**config.mk**
```make
export PLATFORM = sky130hd
export DESIGN_NAME = video_timing_gen
export DESIGN_NICKNAME = d
export VERILOG_FILES = /design/src/rtl/video_timing_pkg.sv /design/src/rtl/video_timing_axis_cnt.sv /design/src/rtl/video_timing_gen.sv
export SDC_FILE = /design/constraint.sdc
export NUM_CORES = 1
export LEC_CHECK = 0
export ABC_AREA = 1
export BUFFER_PORTS_ARGS = -buffer_cell sky130_fd_sc_hd__buf_2
export CAP_MARGIN = 30
export CORE_MARGIN = 2
export CORE_UTILIZATION = 50
export DETAILED_ROUTE_END_ITERATION = 16
export GPL_TIMING_DRIVEN = 0
export PLACE_DENSITY = 0.75
export SLEW_MARGIN = 20
export SYNTH_ARGS = -nofsm -noshare
export SYNTH_HDL_FRONTEND = slang
export SYNTH_SLANG_ARGS = --single-unit
```
**constraint.sdc**
```tcl
create_clock -name i_CLK -period 13.69 [get_ports i_CLK]
set_input_delay 2.738 -clock i_CLK [delete_from_list [all_inputs] [get_ports i_CLK]]
set_output_delay 2.738 -clock i_CLK [all_outputs]
set_load 0.005 [all_outputs]
```
**src/rtl/video_timing_pkg.sv**
```systemverilog
// video_timing_pkg: shared types and helpers for the raster timing generator.
package video_timing_pkg;

    localparam int VT_CW = 16;

    typedef struct packed {
        logic [VT_CW-1:0] hsw;
        logic [VT_CW-1:0] hbp;
        logic [VT_CW-1:0] hact;
        logic [VT_CW-1:0] hfp;
        logic [VT_CW-1:0] vsw;
        logic [VT_CW-1:0] vbp;
        logic [VT_CW-1:0] vact;
        logic [VT_CW-1:0] vfp;
    } vt_cfg_t;

    typedef enum logic [1:0] {PH_SYNC, PH_BP, PH_ACT, PH_FP} vt_phase_e;

    typedef enum logic {ST_IDLE, ST_RUN} vt_state_e;

    // A zero-length phase would stall the raster, so it is stretched to one unit.
    function automatic logic [VT_CW-1:0] vt_len(input logic [VT_CW-1:0] v);
        return (v == '0) ? VT_CW'(1) : v;
    endfunction

endpackage

```
**src/rtl/video_timing_axis_cnt.sv**
```systemverilog
// video_timing_axis_cnt: one raster axis, stepping SYNC/BP/ACT/FP with an in-phase counter.
module video_timing_axis_cnt
    import video_timing_pkg::*;
#(
    parameter int CW = VT_CW
) (
    input  logic                i_CLK,
    input  logic                i_RST,
    input  logic                i_adv,
    input  logic [3:0][CW-1:0]  i_len,
    output vt_phase_e           o_phase,
    output logic [CW-1:0]       o_cnt,
    output logic                o_wrap
);

    logic last;

    assign last   = o_cnt == i_len[o_phase] - CW'(1);
    assign o_wrap = i_adv && last && o_phase == PH_FP;

    always_ff @(posedge i_CLK or posedge i_RST) begin
        if (i_RST) begin
            o_phase <= PH_SYNC;
            o_cnt   <= '0;
        end else if (i_adv) begin
            o_phase <= last ? vt_phase_e'(o_phase + 2'd1) : o_phase;
            o_cnt   <= last ? '0 : o_cnt + CW'(1);
        end
    end

endmodule

```
**src/rtl/video_timing_gen.sv**
```systemverilog
// video_timing_gen: programmable VSYNC/HSYNC/DEN/DATA raster source with test patterns.
// Counters run one pixel ahead of the output registers, which latch the decode of their position.
module video_timing_gen
    import video_timing_pkg::*;
#(
    parameter int DW       = 8,
    parameter int CW       = VT_CW,
    parameter bit SYNC_POL = 1'b1
) (
    input  logic          i_CLK,
    input  logic          i_RST,
    input  logic          i_en,
    input  logic [1:0]    i_pattern_sel,
    input  logic [DW-1:0] i_const,
    input  logic [CW-1:0] i_hsw,
    input  logic [CW-1:0] i_hbp,
    input  logic [CW-1:0] i_hact,
    input  logic [CW-1:0] i_hfp,
    input  logic [CW-1:0] i_vsw,
    input  logic [CW-1:0] i_vbp,
    input  logic [CW-1:0] i_vact,
    input  logic [CW-1:0] i_vfp,
    output logic          o_VSYNC,
    output logic          o_HSYNC,
    output logic          o_DEN,
    output logic [DW-1:0] o_DATA,
    output logic          o_frame_start,
    output logic          o_busy,
    output logic [CW-1:0] o_frame_cnt
);

    vt_state_e     st;
    vt_cfg_t       sh;
    vt_cfg_t       cfg;
    vt_phase_e     h_ph;
    vt_phase_e     v_ph;
    logic [CW-1:0] h_cnt;
    logic [CW-1:0] v_cnt;
    logic          h_wrap;
    logic          v_wrap;
    logic          eof;
    logic          load;
    logic          run_nxt;
    logic          den;
    logic [DW-1:0] pix;
    logic [DW-1:0] pix_nxt;
    logic [DW-1:0] data;

    // eof marks that the counters have just wrapped back to pixel 0 of line 0.
    assign load    = i_en && (st == ST_IDLE || eof);
    assign run_nxt = load || (st == ST_RUN && !eof);
    assign cfg     = load ? vt_cfg_t'{vt_len(i_hsw), vt_len(i_hbp), vt_len(i_hact), vt_len(i_hfp),
                                      vt_len(i_vsw), vt_len(i_vbp), vt_len(i_vact), vt_len(i_vfp)}
                          : sh;

    video_timing_axis_cnt #(.CW(CW)) u_h (
        .i_CLK   (i_CLK),
        .i_RST   (i_RST),
        .i_adv   (run_nxt),
        .i_len   ({cfg.hfp, cfg.hact, cfg.hbp, cfg.hsw}),
        .o_phase (h_ph),
        .o_cnt   (h_cnt),
        .o_wrap  (h_wrap)
    );

    video_timing_axis_cnt #(.CW(CW)) u_v (
        .i_CLK   (i_CLK),
        .i_RST   (i_RST),
        .i_adv   (h_wrap),
        .i_len   ({cfg.vfp, cfg.vact, cfg.vbp, cfg.vsw}),
        .o_phase (v_ph),
        .o_cnt   (v_cnt),
        .o_wrap  (v_wrap)
    );

    assign den     = h_ph == PH_ACT && v_ph == PH_ACT;
    assign pix_nxt = load ? '0 : pix;
    assign data    = i_pattern_sel == 2'd0 ? pix_nxt :
                     i_pattern_sel == 2'd1 ? DW'(h_cnt) :
                     i_pattern_sel == 2'd2 ? DW'(v_cnt) : i_const;

    always_ff @(posedge i_CLK or posedge i_RST) begin
        if (i_RST) begin
            st            <= ST_IDLE;
            sh            <= '0;
            eof           <= 1'b0;
            pix           <= '0;
            o_frame_cnt   <= '0;
            o_VSYNC       <= !SYNC_POL;
            o_HSYNC       <= !SYNC_POL;
            o_DEN         <= 1'b0;
            o_DATA        <= '0;
            o_frame_start <= 1'b0;
            o_busy        <= 1'b0;
        end else begin
            st            <= run_nxt ? ST_RUN : ST_IDLE;
            eof           <= v_wrap;
            sh            <= load ? cfg : sh;
            pix           <= run_nxt ? pix_nxt + DW'(den) : '0;
            o_frame_cnt   <= (st == ST_RUN && eof) ? o_frame_cnt + CW'(1) : o_frame_cnt;
            o_VSYNC       <= run_nxt ? (v_ph == PH_SYNC) ~^ SYNC_POL : !SYNC_POL;
            o_HSYNC       <= run_nxt ? (h_ph == PH_SYNC) ~^ SYNC_POL : !SYNC_POL;
            o_DEN         <= run_nxt && den;
            o_DATA        <= (run_nxt && den) ? data : '0;
            o_frame_start <= load;
            o_busy        <= run_nxt;
        end
    end

endmodule

```
# Word level (Yosys, flattened, before mapping)
# Index checks and enable logic that the tools add are counted.
# classes
add_sub_neg	8
order_cmp	2
n_eq_ne	8
n_mux	24
n_bitwise	1
reduce_logical	25
# ops
operator	n
$mux 16	12
$logic_not 16->1	8
$mux 128	1
$bmux 16 s2	2
$add 16x1->16 const B	3
$mux 8	6
$eq 16x16->1	2
$sub 16x1->16 const B	2
$eq 2x2->1 const B	5
$logic_and 1x1->1	9
$add 8x1->8	1
$logic_not 2->1	3
$lt 2x3->1 const B	2
$add 2x1->2 const B	2
$reduce_and 2->1	2
$mux 1	3
$eq 2x1->1 const B	1
$logic_or 1x1->1	2
$logic_not 1->1	1
$not 1->1	1
# totals
reg_bits	203
inputBits	141
output_inout_bits	29
elab_cells	90

# Longest topological paths before layout
# depth
ltp_word	12
depth_mapped	28
depth_no_buf	26

# Hierarchy
# Synthesis repeated with hierarchy kept, for this count alone.
# hier_totals
hier_cells	1809
hier_area_um2	12640.9
# by_module_without_submodules
module	n_inst	cells_per_inst	area_per_inst_um2	seq_area_each_um2
video_timing_gen	1	977	7853.8	4154.0
video_timing_axis_cnt	2	416	2393.5	450.4

# Worst setup path after synthesis
# Ideal clock, no wire load.
# synth_timing
kind	input-to-reg
from	input port i_en
to	register u_v.o_cnt[7]
setup_ps	116
arrival_time_ps	5393
t_required_ps	13574
slack_ps	8181
stages	25
n_path_buf	3
path_cell_list	buf_6 inv_2 a21oi_2 buf_6 or2_2 nand3_1 nand2_1 nand2_1 nand2_1 inv_1 ha_1 nand3_1 nor2_2 nand2_1 nand2_1 nand2_1 nand2_1 nand2_1 nor2_1 nand3_1 nor3_4 nand2_4 buf_2 nand2_1 nand2_1
# synth_between
elab_chain_len	8
elab_cells_between_ends	14
classes_between	2 x add/sub; 2 x eq/ne; 6 x mux; 4 x reduce/logical
# synth_lines
element	line_no	rtl
start, declared	video_timing_gen.sv:12	input logic i_en,
$logic_and 1x1->1 (*)	video_timing_gen.sv:50	assign load = i_en && (st == ST_IDLE || eof);
$mux 128	video_timing_gen.sv:52	assign cfg = load ? vt_cfg_t'{vt_len(i_hsw), vt_len(i_hbp), vt_len(i_hact), vt_len(i_hfp),
$bmux 16 s2	video_timing_axis_cnt.sv:18	assign last = o_cnt == i_len[o_phase] - CW'(1);
$mux 16 (implied by the code)	video_timing_axis_cnt.sv:18	
$sub 16x1->16	video_timing_axis_cnt.sv:18	
$eq 16x16->1	video_timing_axis_cnt.sv:18	
$logic_and 1x1->1 (2 in series)	video_timing_axis_cnt.sv:19	assign o_wrap = i_adv && last && o_phase == PH_FP;
end signal, assigned	video_timing_axis_cnt.sv:27	o_cnt <= last ? '0 : o_cnt + CW'(1);
end, declared	video_timing_axis_cnt.sv:12	output logic [CW-1:0] o_cnt,
# Every way passes the cells marked *; elsewhere a longest branch is shown, timed or not. The select of a mux whose other input is x is not followed.
# A chain may end at the register's enable or synchronous reset.

# Worst setup path in the final report
# layout_timing
from	input port i_en
to	register u_v.o_cnt[3]
# The elaborated chain is that of the path after synthesis.

==> results.txt <==
The flow ran to the end, and the final reports show no timing, DRC or antenna violations. The length in cells of the worst reg-to-reg path came out at 25. For this design, the CTS-stage hold fixing added 0 buffers.

The met3 routed wirelength came out at 2630 um. In this run the top signal layer used is met4. The placer congestion estimate is between 0.9 and 1. The class of the tightest hold or removal check is reg -> reg. On the critical path, the stage with the largest delay is an instance of sky130_fd_sc_hd__nor3_4. The critical setup path kind is in -> reg. By count the netlist is led by sky130_fd_sc_hd__nand2_1 (684), sky130_fd_sc_hd__nand3_1 (253), sky130_fd_sc_hd__dfrtp_1 (202). The net count of the mapped netlist is around 1900. The max-capacitance violation count came out at 0.

The antenna diode instance count is 0. The routed via count divided by cell count is 5.37. The worst-case IR drop observed on VDD is approximately 0.000065 V. The distinct cell type count of the synthesized netlist is 45. The global route total overflow came out at 0. The final number of max-transition violations is 0. The count of warnings emitted by yosys is 0.

Of all cell types, the one taking the most synthesized area is sky130_fd_sc_hd__dfrtp_1. The total global routing track utilization came out at ~28%. Entering global routing, the biggest net connects 100 pins. Including well taps, the total number of placed cells is between 2000 and 2500. The fraction of layout cells with a size suffix above 1 is roughly 15%.

The cell count after synthesis came out at ~1800. Setup violations remaining at the end of the flow were counted as 0. The post-CTS setup buffer count is 0.

Once detailed placement completed, the half-perimeter wirelength came to between 20000 and 30000 um. The die width came out at between 150 and 200 um. The clock slew at the register clock pins of the worst setup and hold paths is about 0.060 ns. The number of H-tree levels is 1. The number of enable flip-flop cells after synthesis came out at 0. The clock reaches the later pin of the worst-skew pair after 0.53 ns. The synthesized area divided by synthesized cell count is 6.93 sq um. Counting stages on the worst path, the most repeated cell is sky130_fd_sc_hd__nand2_1. The clock passes through at most 3 buffers.

The detailed-routed wire length on met2 is about 17000 um. The total CTS buffers is 24. The CTS tree is done. The worst setup path is launched from an input port. Measured along the y axis, the die boundary spans 160 um. The worst register-to-register path ends at u_v.o_cnt[3]$_DFFE_PP0P_. The final critical path takes up between 40% and 50% of the cycle. In the post-synthesis netlist, the biggest area contributors are sky130_fd_sc_hd__dfrtp_1 (42%), sky130_fd_sc_hd__nand2_1 (21%), sky130_fd_sc_hd__nand3_1 (10%). The slew at the pin closest to its max-slew limit is about 0.65 ns. The share of flip-flops with an asynchronous set or reset came out at 100%. The overall die area is 25600 sq um. Overall power consumption after layout is estimated at between 1 and 1.5 mW.

The count of nets after finishing came out at roughly 2100. Setup repair after global routing left no endpoint under its margin. The peak fanout along the critical path came out at 10. The total negative setup slack came out at 0 ns. The synthesized flop and latch total is 202. The startpoint identified for the worst register-to-register timing path is o_busy$_DFF_PP0_. The initial antenna violation count was 0. The area overhead of the layout relative to synthesis is 17.4%.

The number of hold violations in the final report is 0. The starting utilization of the core area is about half. The delay of the slowest critical-path stage came out at roughly 0.39 ns. The detailed router placed ~12000 vias in this run.

The core outline area came out at 24100 sq um. The total number of clock tree sinks is ~200. The root buffer cell is sky130_fd_sc_hd__clkbuf_16. The leakage power figure came out at ~8 nW.

Leaving out filler cells and counting taps, the final layout contains ~2300. The number of routed nets with antenna violations came out at 0. The count of cells resized by post-cts repair is 0. The routed wire length came out at between 30000 and 40000 um. The cell with the most instances after synthesis is sky130_fd_sc_hd__nand2_1.

The wire length of the first global-routing pass came out at 58500 um. After detailed routing, the number of remaining DRC violations is 0. The required time at the worst-slack endpoint is around 14 ns. The number of core rows came out at 57.

The flip-flop cell with the highest count after synthesis is sky130_fd_sc_hd__dfrtp_1. OpenSTA, run right after detailed placement, puts the worst setup slack at roughly 7.4 ns. The number of top-level design ports is between 150 and 200. For the worst setup path, the data arrival time is slightly above 6 ns. Following the worst setup path forward leads to its endpoint at u_v.o_cnt[3]$_DFFE_PP0P_.

In this run the most critical hold path is launched from o_frame_cnt[15]$_DFFE_PP0P_. The highest achievable clock rate came out at around 0.17 GHz. The cell area after placement is between 10000 and 15000 sq um. After detailed routing, the wire length on met1 is around 15000 um. The worst-case register-to-register setup slack is roughly 9.6 ns.

The final design instance area without fill came out at between 10000 and 15000 sq um. The number of global-route vias before repair came out at 11700. The normalized max-slew margin is 57.0%. The source of the critical timing path is i_en. The core utilization of the finished layout is 59.2%.

The total power density per cell area is ~100 nW/um^2. The number of buffers added on ports came out at between 150 and 200. The average detailed-routed wire length per instance is 15.9 um. The sequential area share after synthesis came out at about two fifths. The worst setup path is captured at a register.

The synthesized area came out at 12200 sq um. The setup clock skew after layout is approximately 0.022 ns. The hold slack came out at 0.459 ns. The number of iterations in the first detailed-routing pass is 8. The violation count after the first detailed-routing iteration came out at approximately 1100. The least setup slack across all paths after layout came out at 7.91 ns. The share of the synthesized area in the top cell type came out at between 40% and 50%. The clock period minus worst slack came out at 5.78 ns.
per-layer routing:
| metal | vias to the layer above | global-route usage (%) |
|---|---|---|
| met1 | 5663 | 37.8 |
| met4 | 0 | 13.9 |
| met2 | 550 | 45.8 |
| met3 | 108 | 3.79 |
| met5 | - | 0 |
| li1 | 5975 | - |
final cells by class:
cell class | instances | area [sq um]
plain buffers | 63 | 394
clock buffers | 36 | 736
clock inverters | 6 | 71.3
fillers | 2290 | 9830
inverters | 119 | 455
multi-input cells | 1369 | 6260
flip-flops and latches | 202 | 5050
well taps | 324 | 405
repair buffers | 170 | 896
how the worst min path moves through the flow:
stage	endpoint	slack, ns	cells past startpoint
after floorplan	sh[100]$_DFFE_PP0N_	0.44	2
after global placement	sh[102]$_DFFE_PP0N_	0.45	2
after detailed placement	sh[92]$_DFFE_PP0N_	0.45	2
after CTS	sh[74]$_DFFE_PP0N_	0.47	2
after global routing	sh[91]$_DFFE_PP0N_	0.48	2
final	o_frame_cnt[15]$_DFFE_PP0P_	0.46	1
logic make-up after synthesis:
| kind of cell | synth area share [%] |
|---|---|
| AO/OA/AOI/OAI | 4.07 |
| XOR/XNOR | 3.89 |
| adder cells (fa/ha/maj) | 1.34 |
| buffers and inverters | 6.93 |
| flip-flops | 41.6 |
| AND/OR/NAND/NOR | 42.2 |
worst max-delay path, delay by kind of cell:
| kind | cells | cell delay [ns] |
|---|---|---|
| buffers and inverters | 5 | 0.73 |
| AND/OR/NAND/NOR | 18 | 2.43 |
| adder cells (fa/ha/maj) | 1 | 0.23 |
| AO/OA/AOI/OAI | 1 | 0.06 |
cells in the final DEF (no fill, tap or decap), types with 13 or more instances in the layout:
master / n
sky130_fd_sc_hd__o21ai_0: 37
sky130_fd_sc_hd__buf_2: 195
sky130_fd_sc_hd__ha_1: 13
sky130_fd_sc_hd__buf_6: 13
sky130_fd_sc_hd__nor3_1: 17
sky130_fd_sc_hd__inv_1: 109
sky130_fd_sc_hd__clkbuf_16: 24
sky130_fd_sc_hd__xor2_1: 47
sky130_fd_sc_hd__dfrtp_1: 202
sky130_fd_sc_hd__nand2_1: 684
sky130_fd_sc_hd__a21oi_1: 24
sky130_fd_sc_hd__nand3_1: 253
sky130_fd_sc_hd__nor2_1: 193
report_power, final:
group	internal, mW	switching [mW]	total (mW)
sequential	0.614	0.0135	0.627
combinational	0.0523	0.0916	0.144
clock	0.389	0.263	0.652
flip-flops by register name, indices dropped and copies added (netlist names):
signal and flops:
u_v.o_phase 2, u_h.o_cnt 16, o_frame_start 1, pix 8, o_DEN 1, u_h.o_phase 2
o_frame_cnt 16, eof 1, o_VSYNC 1, sh 128, o_busy 1, u_v.o_cnt 16
o_DATA 8, o_HSYNC 1
Note: power is estimated with default switching activity, not from simulation.
